File: config.mk
export PLATFORM = sky130hd
export DESIGN_NAME = blackjack_hand_fsm_flat
export DESIGN_NICKNAME = d
export VERILOG_FILES = /design/src/rtl/blackjack_pkg.sv /design/src/rtl/blackjack_hand_fsm_if.sv /design/src/rtl/card_rank_decode.sv /design/src/rtl/blackjack_hand_fsm.sv /design/src/flat_wrapper.sv
export SDC_FILE = /design/constraint.sdc
export NUM_CORES = 1
export LEC_CHECK = 0
export CORE_MARGIN = 10
export CORE_UTILIZATION = 25
export DETAILED_ROUTE_END_ITERATION = 16
export GPL_ROUTABILITY_DRIVEN = 0
export SETUP_SLACK_MARGIN = 0.05
export SLEW_MARGIN = 10
export SYNTH_ARGS = -nofsm -noshare
export SYNTH_HDL_FRONTEND = slang
export SYNTH_SLANG_ARGS = --single-unit
File: constraint.sdc
create_clock -name clk -period 8 [get_ports clk]
set_clock_uncertainty 0.2 [all_clocks]
set_input_delay 1.6 -clock clk [delete_from_list [all_inputs] [get_ports clk]]
set_output_delay 1.6 -clock clk [all_outputs]
set_load 0.02 [all_outputs]
File: src/rtl/blackjack_pkg.sv
// Shared definitions for the blackjack round controller: state encoding,
// result codes, game constants and the soft-ace scoring helper.
package blackjack_pkg;

  localparam logic [3:0] ST_IDLE        = 4'd0;
  localparam logic [3:0] ST_DEAL_P1     = 4'd1;
  localparam logic [3:0] ST_DEAL_D1     = 4'd2;
  localparam logic [3:0] ST_DEAL_P2     = 4'd3;
  localparam logic [3:0] ST_DEAL_D2     = 4'd4;
  localparam logic [3:0] ST_PLAYER_TURN = 4'd5;
  localparam logic [3:0] ST_P_DRAW      = 4'd6;
  localparam logic [3:0] ST_DEALER_TURN = 4'd7;
  localparam logic [3:0] ST_D_DRAW      = 4'd8;
  localparam logic [3:0] ST_RESULT      = 4'd9;

  localparam logic [1:0] RES_NONE   = 2'b00;
  localparam logic [1:0] RES_PLAYER = 2'b01;
  localparam logic [1:0] RES_DEALER = 2'b10;
  localparam logic [1:0] RES_PUSH   = 2'b11;

  localparam int BUST_LIMIT = 21;
  localparam int DECK_SIZE  = 52;
  localparam int ACE_BONUS  = 10;

  // One ace may count as 11 whenever that does not push the hand past 21.
  function automatic logic [4:0] best_score(input logic [4:0] hard, input logic has_ace);
    if (has_ace && hard <= 5'(BUST_LIMIT - ACE_BONUS)) begin
      return hard + 5'(ACE_BONUS);
    end
    return hard;
  endfunction

endpackage

File: src/rtl/blackjack_hand_fsm_if.sv
// Control/score bundle between the game controller (slave) and whatever
// drives the buttons and LFSR value (master).
interface blackjack_hand_fsm_if #(
  parameter int RND_W   = 6,
  parameter int SCORE_W = 7
);
  logic [RND_W-1:0]   rnd;
  logic               deal;
  logic               hit;
  logic               stand;
  logic [SCORE_W-1:0] player_score;
  logic [SCORE_W-1:0] dealer_score;
  logic [1:0]         result;
  logic               busy;

  modport master (
    output rnd, deal, hit, stand,
    input  player_score, dealer_score, result, busy
  );

  modport slave (
    input  rnd, deal, hit, stand,
    output player_score, dealer_score, result, busy
  );
endinterface

File: src/rtl/card_rank_decode.sv
// Maps a random sample onto a card of the 52-card deck: range check, rank
// (ace = 1 .. king = 13) and blackjack points (face cards count 10).
module card_rank_decode
  import blackjack_pkg::*;
#(
  parameter int RND_W = 6
) (
  input  logic [RND_W-1:0] i_rnd,
  output logic             o_valid_range,
  output logic [3:0]       o_rank,
  output logic [3:0]       o_points
);
  logic [3:0] w_mod;

  assign w_mod         = 4'(i_rnd % RND_W'(13));
  assign o_valid_range = (i_rnd < RND_W'(DECK_SIZE));
  assign o_rank        = w_mod + 4'd1;
  assign o_points      = (o_rank > 4'd10) ? 4'd10 : o_rank;
endmodule

File: src/rtl/blackjack_hand_fsm.sv
// One round of blackjack: draws unique cards from the LFSR stream, scores
// both hands with soft-ace handling and reports the round outcome.
module blackjack_hand_fsm
  import blackjack_pkg::*;
#(
  parameter int RND_W        = 6,
  parameter int DEALER_STAND = 17,
  parameter int SCORE_W      = 7
) (
  input logic              clk,
  input logic              reset,
  blackjack_hand_fsm_if.slave bus
);
  localparam int SLOTS = 2 ** RND_W;

  logic [3:0]           r_state;
  logic [DECK_SIZE-1:0] r_used;
  logic [4:0]           r_p_hard;
  logic [4:0]           r_d_hard;
  logic [4:0]           r_d_up;
  logic                 r_p_ace;
  logic                 r_d_ace;
  logic                 r_show_full;
  logic [1:0]           r_result;

  logic                 w_valid_range;
  logic [3:0]           w_rank;
  logic [3:0]           w_points;
  logic [SLOTS-1:0]     w_used_ext;
  logic [DECK_SIZE-1:0] w_card_onehot;
  logic                 w_draw_state;
  logic                 w_to_player;
  logic                 w_accept;
  logic                 w_is_ace;
  logic [4:0]           w_p_hard_next;
  logic [4:0]           w_d_hard_next;
  logic [4:0]           w_p_best;
  logic [4:0]           w_d_best;
  logic [4:0]           w_p_best_next;
  logic [4:0]           w_up_best;
  logic [1:0]           w_outcome;

  card_rank_decode #(.RND_W(RND_W)) u_decode (
    .i_rnd         (bus.rnd),
    .o_valid_range (w_valid_range),
    .o_rank        (w_rank),
    .o_points      (w_points)
  );

  // Pad the used mask to the full sample space so any sample can index it.
  for (genvar gi = 0; gi < SLOTS; gi++) begin : g_slot
    if (gi < DECK_SIZE) begin : g_card
      assign w_used_ext[gi] = r_used[gi];
    end else begin : g_pad
      assign w_used_ext[gi] = 1'b0;
    end
  end

  for (genvar gi = 0; gi < DECK_SIZE; gi++) begin : g_onehot
    assign w_card_onehot[gi] = (bus.rnd == RND_W'(gi));
  end

  assign w_draw_state = r_state inside {ST_DEAL_P1, ST_DEAL_D1, ST_DEAL_P2,
                                        ST_DEAL_D2, ST_P_DRAW, ST_D_DRAW};
  assign w_to_player  = r_state inside {ST_DEAL_P1, ST_DEAL_P2, ST_P_DRAW};
  assign w_accept     = w_draw_state && w_valid_range && !w_used_ext[bus.rnd];
  assign w_is_ace     = (w_rank == 4'd1);

  assign w_p_hard_next = r_p_hard + {1'b0, w_points};
  assign w_d_hard_next = r_d_hard + {1'b0, w_points};
  assign w_p_best      = best_score(r_p_hard, r_p_ace);
  assign w_d_best      = best_score(r_d_hard, r_d_ace);
  assign w_p_best_next = best_score(w_p_hard_next, r_p_ace | w_is_ace);
  assign w_up_best     = best_score({1'b0, w_points}, w_is_ace);

  always_comb begin
    w_outcome = RES_PUSH;
    if (w_d_best > 5'(BUST_LIMIT) || w_p_best > w_d_best) begin
      w_outcome = RES_PLAYER;
    end else if (w_p_best < w_d_best) begin
      w_outcome = RES_DEALER;
    end
  end

  always_ff @(posedge clk) begin
    if (reset) begin
      r_state     <= ST_IDLE;
      r_used      <= '0;
      r_p_hard    <= '0;
      r_p_ace     <= 1'b0;
      r_d_hard    <= '0;
      r_d_ace     <= 1'b0;
      r_d_up      <= '0;
      r_show_full <= 1'b0;
      r_result    <= RES_NONE;
    end else begin
      // Accepted cards land on whichever hand the current draw state serves.
      if (w_accept) begin
        r_used <= r_used | w_card_onehot;
        if (w_to_player) begin
          r_p_hard <= w_p_hard_next;
          r_p_ace  <= r_p_ace | w_is_ace;
        end else begin
          r_d_hard <= w_d_hard_next;
          r_d_ace  <= r_d_ace | w_is_ace;
        end
      end

      case (r_state)
        ST_IDLE, ST_RESULT: begin
          if (bus.deal) begin
            r_used      <= '0;
            r_p_hard    <= '0;
            r_p_ace     <= 1'b0;
            r_d_hard    <= '0;
            r_d_ace     <= 1'b0;
            r_d_up      <= '0;
            r_show_full <= 1'b0;
            r_result    <= RES_NONE;
            r_state     <= ST_DEAL_P1;
          end
        end
        ST_DEAL_P1: if (w_accept) r_state <= ST_DEAL_D1;
        ST_DEAL_D1: begin
          if (w_accept) begin
            r_d_up  <= w_up_best;
            r_state <= ST_DEAL_P2;
          end
        end
        ST_DEAL_P2: if (w_accept) r_state <= ST_DEAL_D2;
        ST_DEAL_D2: if (w_accept) r_state <= ST_PLAYER_TURN;
        ST_PLAYER_TURN: begin
          if (bus.hit) begin
            r_state <= ST_P_DRAW;
          end else if (bus.stand) begin
            r_show_full <= 1'b1;
            r_state     <= ST_DEALER_TURN;
          end
        end
        ST_P_DRAW: begin
          if (w_accept) begin
            if (w_p_best_next > 5'(BUST_LIMIT)) begin
              r_result <= RES_DEALER;
              r_state  <= ST_RESULT;
            end else begin
              r_state <= ST_PLAYER_TURN;
            end
          end
        end
        ST_DEALER_TURN: begin
          if (w_d_best < 5'(DEALER_STAND)) begin
            r_state <= ST_D_DRAW;
          end else begin
            r_result <= w_outcome;
            r_state  <= ST_RESULT;
          end
        end
        ST_D_DRAW: if (w_accept) r_state <= ST_DEALER_TURN;
        default: r_state <= ST_IDLE;
      endcase
    end
  end

  assign bus.player_score = SCORE_W'(w_p_best);
  assign bus.dealer_score = SCORE_W'(r_show_full ? w_d_best : r_d_up);
  assign bus.result       = r_result;
  assign bus.busy         = w_draw_state || (r_state == ST_DEALER_TURN);
endmodule

File: src/flat_wrapper.sv
// flat-port wrapper written by rule: the top's interface ports become plain ports
module blackjack_hand_fsm_flat import blackjack_pkg::*;
#(
  parameter int RND_W        = 6,
  parameter int DEALER_STAND = 17,
  parameter int SCORE_W      = 7
)
  (clk, reset, bus_rnd, bus_deal, bus_hit, bus_stand, bus_player_score, bus_dealer_score, bus_result, bus_busy);
  blackjack_hand_fsm_if #(.RND_W(RND_W), .SCORE_W(SCORE_W)) bus_i ();
  input logic clk;
  input logic reset;
  input wire logic [$bits(bus_i.rnd)-1:0] bus_rnd;
  input wire logic [$bits(bus_i.deal)-1:0] bus_deal;
  input wire logic [$bits(bus_i.hit)-1:0] bus_hit;
  input wire logic [$bits(bus_i.stand)-1:0] bus_stand;
  output wire logic [$bits(bus_i.player_score)-1:0] bus_player_score;
  output wire logic [$bits(bus_i.dealer_score)-1:0] bus_dealer_score;
  output wire logic [$bits(bus_i.result)-1:0] bus_result;
  output wire logic [$bits(bus_i.busy)-1:0] bus_busy;
  assign bus_i.rnd = bus_rnd;
  assign bus_i.deal = bus_deal;
  assign bus_i.hit = bus_hit;
  assign bus_i.stand = bus_stand;
  assign bus_player_score = bus_i.player_score;
  assign bus_dealer_score = bus_i.dealer_score;
  assign bus_result = bus_i.result;
  assign bus_busy = bus_i.busy;
  blackjack_hand_fsm #(.RND_W(RND_W), .DEALER_STAND(DEALER_STAND), .SCORE_W(SCORE_W)) u_core (.clk(clk), .reset(reset), .bus(bus_i));
endmodule
**Yosys cells after proc, flatten, opt, wreduce, memory -nomap -nowiden**

Index checks and enable logic that the tools add are counted.

- Register bits: 76
- Input port bits: 11
- Output and inout bits: 17
- Logic and storage cells: 187

- $add $sub $neg: 7
- Div/mod/pow operators: 1
- Magnitude comparators: 12
- Eq/ne operators: 73
- Multiplexer cells: 61
- Bitwise gates (word level): 3
- Reductions and logical operators: 21

Operators with widths:

| operator | count |
|---|---|
| 52-bit 2-to-1 mux | 3 |
| 6-bit equality test (second input constant) | 20 |
| 6-bit by 5-bit equality test with 1-bit output (second input constant) | 16 |
| 5-bit 2-to-1 mux | 19 |
| 52-bit OR | 1 |
| 6-bit by 4-bit equality test with 1-bit output (second input constant) | 8 |
| 4-bit 2-to-1 mux | 11 |
| 4-bit one-hot mux with 9 select lines | 1 |
| 6-bit by 3-bit equality test with 1-bit output (second input constant) | 4 |
| 1-bit 2-to-1 mux | 18 |
| 4-bit by 3-bit equality test with 1-bit output (second input constant) | 4 |
| 5-bit by 4-bit adder with 5-bit output (second input constant) | 3 |
| 5-bit by 4-bit <= comparator with 1-bit output (second input constant) | 3 |
| 6-bit by 2-bit equality test with 1-bit output (second input constant) | 2 |
| 2-bit by 1-bit inequality test with 1-bit output (second input constant) | 6 |
| 5-bit by 4-bit adder with 5-bit output | 2 |
| 5-bit greater-than comparator (second input constant) | 2 |
| 2-bit 2-to-1 mux | 5 |
| 2-bit inequality test (second input constant) | 5 |
| 5-bit one-hot mux with 2 select lines | 1 |
| 4-bit by 1-bit equality test with 1-bit output (second input constant) | 2 |
| 4-bit by 2-bit equality test with 1-bit output (second input constant) | 2 |
| 4-bit equality test (second input constant) | 2 |
| 8-bit AND reduction | 1 |
| 28 further kinds | 37 |

**Depth between registers and ports, before layout**

Gate-level depths: netlist (run 1).

- Depth in word-level cells: 13
- Gate-level depth with buffers: 31
- Gate-level depth less buffers: 30

**Modules after synthesis**

Synthesis (run 1) repeated with hierarchy kept, for this count alone.

- Cell total of the unflattened synthesis: 604
- Area, all modules: 5018.6 sq um

By module, submodules not included:

| module | instances | cells each | area an instance (sq um) | sequential area each (sq um) |
|---|---|---|---|---|
| blackjack_hand_fsm | 1 | 527 | 4420.5 | 1521.5 |
| card_rank_decode | 1 | 77 | 598.1 | 0.0 |

**Least setup slack after synthesis (run 1)**

Ideal clock, no wire load.

- Kind: in2reg
- Start: input bus_rnd[5]
- End: register u_core.r_result[1] (netlist: u_core.bus.result[1])
- Library setup time: 0.095 ns
- Arrival time: 7.399 ns
- Data required time: 7.705 ns
- Setup slack: 0.306 ns
- Stages: 31
- Buffers on the path: 1
- Path through: buf_2 > nand2_1 > nor2_1 > a21oi_1 > ha_1 > nor4bb_1 > a211oi_1 > a311o_1 > ha_1 > nor2b_1 > o31ai_1 > mux2_2 > inv_1 > ha_1 > xnor2_1 > o21ai_0 > a21oi_1 > ha_1 > inv_1 > fa_1 > xnor2_1 > inv_1 > ha_1 > a21oi_1 > o22a_1 > o211a_1 > nand2_1 > o41ai_1 > a211oi_1 > nand2b_1 > a221oi_1

- Word-level cells in the longest chain between the ends: 12
- Elaborated cells on any way between the ends: 23
- Those cells by class: 3 x add/sub; 1 x div; 4 x order compare; 3 x eq/ne; 6 x mux; 1 x bitwise; 5 x reduce/logical

Ends and longest elaborated chain:

| element | line | RTL |
|---|---|---|
| from (decl) | flat_wrapper.sv:12 | `input wire logic [$bits(bus_i.rnd)-1:0] bus_rnd;` |
| 6-bit by 4-bit remainder unit with 6-bit output | card_rank_decode.sv:15 | `assign w_mod = 4'(i_rnd % RND_W'(13));` |
| 4-bit by 1-bit adder with 4-bit output | card_rank_decode.sv:17 | `assign o_rank = w_mod + 4'd1;` |
| 4-bit greater-than comparator | card_rank_decode.sv:18 | `assign o_points = (o_rank > 4'd10) ? 4'd10 : o_rank;` |
| 4-bit 2-to-1 mux | card_rank_decode.sv:18 |  |
| 5-bit by 4-bit adder with 5-bit output | blackjack_hand_fsm.sv:69 | `assign w_p_hard_next = r_p_hard + {1'b0, w_points};` |
| 5-bit by 4-bit <= comparator with 1-bit output | blackjack_pkg.sv:27 | `if (has_ace && hard <= 5'(BUST_LIMIT - ACE_BONUS)) begin` |
| 1-bit logical AND | blackjack_pkg.sv:27 |  |
| 1-bit 2-to-1 mux | blackjack_pkg.sv:27 |  |
| 5-bit 2-to-1 mux | blackjack_pkg.sv:30 | `return hard;` |
| 5-bit greater-than comparator | blackjack_hand_fsm.sv:142 | `if (w_p_best_next > 5'(BUST_LIMIT)) begin` |
| 2-bit inequality test (no line) | n/a |  |
| 5-bit AND reduction (no line) * | n/a |  |
| to (signal assigned) | blackjack_hand_fsm.sv:154 | `r_result <= w_outcome;` |
| to (decl) | blackjack_hand_fsm.sv:24 | `logic [1:0] r_result;` |

Every way passes the cells marked *; elsewhere a longest branch is shown, timed or not. The select of a mux whose other input is x is not followed.
A chain may end at the register's enable or synchronous reset.

**Worst setup path in the final report (run 1)**

Ends and elaborated chain as after synthesis.

==> run summary, run 1 <==
The flow ran to the end, and the final reports show no timing, DRC or antenna violations. Broken down by cell family, the worst path's largest delay share belongs to compound AO/OA/AOI/OAI gates. The number of non-filler instances in the completed layout came out at 827. The die extent in x is 158 um. In this run the clock root is driven by a clkbuf_16. The clock net in this run drives a total of 76 sinks. After detailed routing, the average wire length per cell comes to 14.3 um. For this configuration, the core starts out at a cell density of 0.254. The mux share of post-synthesis cell area is 0.102.

0 antenna diodes ended up in the layout. The internal power is 0.905 mW. The number of cells on the critical path is 30. The most used flip-flop cell after synthesis is dfxtp_1. The die height came out at 158 um. After detailed routing, the number of remaining DRC violations is 0. The number of antenna violations at the first check in global routing came out at 0. In this run the standard cell core region covers 18600 um^2. Based on the critical path, the design can be clocked at up to 133 MHz.

In the detailed route, the total length drawn on met2 is 5380 um. The placed cell area came out at 5260 um^2. Along the worst path, the maximum fanout reaches 4.

Across every metal layer, demand over resource in global routing totals 0.0942. The synthesized area per cell came out at 8.43 um^2. The synthesized design contains 0 enable-type register cells.

The via count of the first global-routing pass came out at 3717. The register share of total power came out at 0.295. The number of setup buffers added after CTS came out at 0. The count of standard-cell rows came out at 50.

Of the total synthesized cell area, the portion taken by full adders, half adders and majority gates is 0.0799. Counting flops with an async set or reset pin after synthesis yields a share of 0. The count of H-tree levels built during CTS is 3. The library cells used most frequently in the layout, excluding fill and tap cells, are nor2_1 (99), a21oi_1 (87), dfxtp_1 (76). The slew at the pin closest to its max-slew limit came out at 1110 ps.

The post-cts repair resize count came out at 0. The area share of and/or/nand/nor cells after synthesis is 0.202. The critical path is of the primary input to flip-flop type. The area added between synthesis and finish came out at 18.4%. Data arrives at the worst endpoint at 7540 ps. The switching power is 0.614 mW. After global routing the overflow that remains totals 0.

The internal reg-to-reg setup slack came out at 4360 ps. The top routing layer in use is met4. The count of mapped cells out of synthesis is 561. Subtracting the final worst setup slack from the clock period gives 7500 ps. The largest individual stage delay along the critical path comes from the cell clkdlybuf4s50_1.

The critical path contains buffers and inverters numbering 4 combined. The critical path's largest stage delay is 540 ps. For this design the ratio of total power to cell area is 271 nW/um^2. In the detailed route, the total length drawn on met3 is 493 um.

The worst reg2reg path endpoint is u_core.bus.result[1]. The count of buffers from port buffering is 23. The share of the synthesized area in compound gates (AO/OA/AOI/OAI) is 0.201. The destination of the critical timing path is u_core.bus.result[1]. The library cell used most frequently in the layout, excluding fill and tap cells, is nor2_1.

The number of flip-flops and latches in the synthesized netlist is 76. The netlist uses 73 different library cells. The xor-xnor portion of the synthesized cell area came out at 0.0352. Of the total power, the share spent switching nets is 0.404. The total half-perimeter wirelength after legalization and detailed placement came out at 8630 um. The die covers 24800 um^2.

The total via count after detailed routing came out at 4055. The number of failing setup endpoints in the final timing report came out at 0. The summed instance area of the synthesized netlist is 4730 um^2. The worst IR drop on VDD is 0.000120 V. The max-capacitance violation count came out at 0. The wire length on met1 came out at 5800 um.

In this run the tightest slew margin relative to its limit is 0.257. In this run the critical register-to-register path is launched from u_core.r_d_hard[2]. TritonCTS built the clock tree. For this run, the register share of the synthesized area comes to 0.322. The via density per instance is 4.90. The number of hold buffers added after CTS was 0.

The number of nets with antenna violations after routing came out at 0. The clock-pin slew on the worst setup and hold paths is 70 ps. The ratio of final minimum period to clock period is 0.938.

STA classifies the critical path startpoint as a primary input. Of the total power, the clock network draws 0.274. Entering global routing, the biggest net connects 53 pins. At the worst endpoint, the required time is 8040 ps. Of the cells placed in the final design, the portion with a size suffix greater than 1 is 0.143. The most numerous cell type found on the critical path is ha_1. The worst setup path is captured at a flip-flop. The number of I/O pins came out at 28.

Measured on the finished design, the core utilization comes to 0.300. The pre-antenna-repair detailed-routing pass consisted of 5 iterations. The count of endpoints failing hold in the final timing report came out at 0.

Wires add up to 11800 um. The maximum count of clock buffers along a single path came out at 2. The combinational share of power came out at 0.432. The post-route standard cell area excluding fillers came out at 5600 um^2. The total of warnings raised by yosys came out at 0. The final number of max-transition violations was 0.

The total clock buffers created by CTS is 9. The later-pin clock latency in the skew report came out at 350 ps. The global-route wire length before repair came out at 19000 um. For this block, the initial DRC count from the detailed router was 309. The min-delay analysis places its worst path in the category flip-flop to flip-flop. The depth of the most critical reg-to-reg path is 15. The number of placed instances, taps included, is 811. In the final design database the tool counted 628 nets. The total leakage power came out at 2.16 nW. The launch point of the critical path is bus_rnd[5].

The layout has 1975 filler cells. After synthesis, the largest family of logic cells by area is simple AND/OR/NAND/NOR gates.
[worst min path at each step]
stage | startpoint | endpoint | slack (ps) | depth (start not counted)
2_1_floorplan | u_core.r_used[13] | u_core.r_used[13] | 230 | 2
3_3_place_gp | u_core.r_used[14] | u_core.r_used[14] | 240 | 2
3_5_place_dp | u_core.r_used[2] | u_core.r_used[2] | 250 | 2
6_report | u_core.r_used[2] | u_core.r_used[2] | 260 | 2
4_1_cts | u_core.r_used[2] | u_core.r_used[2] | 270 | 2
5_1_grt | u_core.r_used[14] | u_core.r_used[14] | 290 | 2
[cell usage after synthesis (3+ instances only)]
master,n,share of area
nor2b_1,4,0.0053
o21a_1,4,0.0064
xor2_1,5,0.0093
buf_2,6,0.0064
buf_4,6,0.0095
o211a_1,3,0.0064
nand2b_1,8,0.011
or3_1,6,0.0079
xnor2_1,7,0.013
or2_2,7,0.0093
nand2_1,29,0.023
a31oi_1,5,0.0066
and3_1,3,0.0040
nor2_1,100,0.079
o21bai_1,3,0.0048
dfxtp_1,76,0.32
ha_1,27,0.071
inv_1,25,0.020
o21ai_0,16,0.017
nand3_1,9,0.0095
a21o_1,4,0.0064
o31ai_1,3,0.0048
mux4_2,14,0.067
clkbuf_1,19,0.015
a211oi_1,6,0.0095
nor3_1,11,0.012
mux2_2,5,0.012
a21oi_1,89,0.094
mux2i_1,6,0.013
[worst min-delay path, stage by stage, from the launching register on]
cell	delay [ps]
dfxtp_1	330
a21oi_1	40
nor2_1	60
[layout make-up]
type / count / area, um^2 / area share
inverters: 25 / 93.8 / 0.0168
repair buffers: 46 / 405 / 0.0724
well taps: 234 / 293 / 0.0523
clock inverters: 7 / 76.3 / 0.0136
clock buffers: 9 / 225 / 0.0402
multi-input cells: 430 / 2990 / 0.533
flip-flops and latches: 76 / 1520 / 0.272
[kinds of logic after synthesis]
logic type | after synthesis
flops | 76
compound gates | 156
xor+xnor | 15
mux | 27
other cells | 1
fa+ha+maj | 29
simple gates | 199
buf+inv | 58
[power by group through the flow]
stage                     Sequential [mW]  Combinational (mW)  Clock, mW
after floorplan                     0.431               0.490          0
after global routing                0.453               0.731      0.444
final                               0.448               0.655      0.416
after CTS                           0.447               0.654      0.425
after detailed placement            0.456               0.650          0
after global placement              0.456               0.646          0
[layer usage]
| metal | track usage | vias to the layer above |
|---|---|---|
| met5 | 0 | - |
| met4 | 0.0214 | 0 |
| met3 | 0.0229 | 13 |
| met2 | 0.147 | 80 |
| met1 | 0.128 | 1912 |
| li1 | - | 2050 |
[sequential cells by signal, indices dropped and copies added (netlist names)]
register	cells
u_core.r_p_hard	5
u_core.r_used	52
u_core.r_show_full	1
u_core.r_p_ace	1
u_core.r_d_up	5
u_core.r_d_ace	1
u_core.bus.result	2
u_core.r_d_hard	5
u_core.r_state	4
[stage by stage]
step / hold WS, ps / power [mW] / worst slack, ps / setup TNS, ps
after floorplan: 228 / 0.921 / 306 / 0
after global placement: 242 / 1.10 / 33.1 / 0
after detailed placement: 250 / 1.11 / -136 / -285
after CTS: 267 / 1.53 / 237 / 0
after global routing: 290 / 1.63 / -46.1 / -46.1
final: 264 / 1.52 / 498 / 0
No activity file was read; power rests on OpenSTA's default activity.
==> inputs of run 2 (changes only) <==
Clock period 8 ns to 6.5 ns, I/O delays scaled along.
==> run summary, run 2 (synthesized netlist as in run 1, its figures left out) <==
The flow ran to the end, and the final reports show no timing, DRC or antenna violations. TritonCTS built the clock tree. The total leakage power is 2.44 nW. Summed over all failing endpoints, the final setup total negative slack is 0 ps. Leaving out filler cells and counting taps, the final layout contains 874. The die height came out at 158 um. u_core.r_used holds more flip-flops than any other register. Setup repair after global routing could not meet its margin everywhere. The die extent in x is 158 um.

The worst slew margin relative to its limit came out at 0.566. The global-route congestion overflow total is 0. VDD sags by at most 0.000146 V.

The total half-perimeter wirelength after legalization and detailed placement came out at 9070 um. The final critical delay including setup and external delays came out at 6340 ps. The leading cell type in the layout, fill and taps excluded is nor2_1.

The number of I/O pins came out at 28. The total clock buffers created by CTS is 9. The count of nets left with antenna violations once routing finished came out at 0. The buffer type at the clock tree root is clkbuf_16. The region available for standard cell placement spans 18600 um^2. The area occupied by multi-input gates is 3180 um^2. The number of design-rule violations left by the first detailed-router iteration came out at 217. The maximum clock frequency came out at 158 MHz. The number of hold buffers added after CTS came out at 0.

The worst hold slack across all endpoints is 264 ps. The longest clock path from root to sink contains 2 buffers. The count of endpoints failing hold in the final timing report came out at 0. The count of standard-cell rows came out at 50.

The average detailed-routed wire length per instance is 14.2 um. The later-pin clock latency in the skew report came out at 340 ps. The fraction of final layout cells with drive strength greater than 1 is 0.250.

The H-tree generated during clock tree synthesis spans 3 levels. The most frequent cell on the critical path is ha_2. The CTS sink count came out at 76. The final number of max-transition violations is 0. The clock-pin slew on the worst setup and hold paths came out at 60 ps. The effective utilization at floorplan is 0.254. For the pin with the worst max-slew slack, the measured transition is 651 ps.

In the layout the commonest cells are nor2_1 (99), a21oi_1 (86), dfxtp_1 (76). The final net count is 675. The total via count after detailed routing came out at 4277. The critical path's largest stage delay came out at 390 ps. The count of antenna diodes in the layout is 0. The cell total after placement came out at 840. Summing all flip-flop and latch instances after layout gives 1520 um^2. The first global-routing pass estimated 20600 um of wire.

The first detailed-routing pass ran for 5 iterations. STA classifies the critical path startpoint as a primary input. At the placement stage, the worst setup path has a slack of -769 ps. The overall die area came out at 24800 um^2. The setup slack of the critical path after layout came out at 156 ps. The number of failing setup endpoints in the final timing report is 0. The total detailed-routing wirelength is 12400 um.

The placed cell area came out at 5610 um^2. The number of DRC violations after detailed routing came out at 0. The max-capacitance violation count came out at 0.

The arrival time reported for the critical path endpoint came out at 6400 ps. The power density relative to cell area came out at 332 nW/um^2. The ratio of final minimum period to clock period came out at 0.976. The via density per instance came out at 4.89. The post-route standard cell area excluding fillers came out at 6130 um^2. Fill cells in the final layout number 1943. For this design, the slowest cell found on the critical path is fa_2.

STA classifies the critical path endpoint as a flip-flop. The worst-path maximum fanout came out at 4. At the worst endpoint, the required time is 6550 ps. Port buffering added 23 buffers. The critical path in this run is classified as primary input to flip-flop. The number of antenna violations at the first check in global routing is 0. In this run the worst hold path is classified as flip-flop to flip-flop. The maximum number of pins on one net before global-route repair came out at 60. The global-route usage over all layers came out at 0.101. The area added between synthesis and finish is 29.7%. The register with the most flip-flops in the layout has 52 of them. The via count of the first global-routing pass came out at 4044.
-- run 2: worst paths after layout --
check	start	to	slack (ps)	cells after the start
worst max-delay path	bus_rnd[2]	u_core.r_state[2]	160	29
worst min-delay path	u_core.r_used[50]	u_core.r_used[50]	260	2
worst max register to register	u_core.r_d_hard[2]	u_core.bus.result[1]	2930	15
worst min register to register	u_core.r_used[50]	u_core.r_used[50]	260	2
-- run 2: what timing repair did --
item | in CTS | in global routing
endpoints found under the setup margin | 4 | 4
setup buffers | 16 | 2
pin swaps | 19 | 18
gates resized for setup | 29 | 13
cloned | 0 | 0
-- run 2: cell type report --
class | instances | share of cell area
Inverter | 25 | 0.0153
Clock buffer | 10 | 0.0373
Timing Repair Buffer | 93 | 0.122
Sequential cell | 76 | 0.248
Multi-Input combinational cell | 430 | 0.518
Tap cell | 234 | 0.0478
Clock inverter | 6 | 0.0116
-- run 2: through the flow --
stage,power [mW],utilization
3_3_place_gp,1.47,0.301
2_1_floorplan,1.18,-
4_1_cts,2.04,0.326
5_1_grt,2.17,0.329
3_5_place_dp,1.48,0.301
6_report,2.03,0.329
-- run 2: worst max-delay path, delay by kind of cell --
| family | cells | cell delay [ps] |
|---|---|---|
| AO/OA/AOI/OAI | 8 | 1530 |
| XOR/XNOR | 3 | 480 |
| multiplexers | 1 | 340 |
| AND/OR/NAND/NOR | 7 | 1120 |
| buffers and inverters | 4 | 350 |
| adder cells (fa/ha/maj) | 6 | 1280 |
-- run 2: report_power, final --
group          switching, mW  internal [mW]  leakage (nW)
clock                  0.208          0.301         0.140
sequential            0.0555          0.497         0.613
combinational          0.521          0.452          1.69
-- run 2: routing by layer --
layer / GRT usage / wire length, um / vias to the layer above
li1: - / - / 2150
met1: 0.135 / 6060 / 2043
met2: 0.160 / 5710 / 72
met3: 0.0229 / 526 / 12
met4: 0.0249 / 116 / 0
met5: 0 / 0 / -
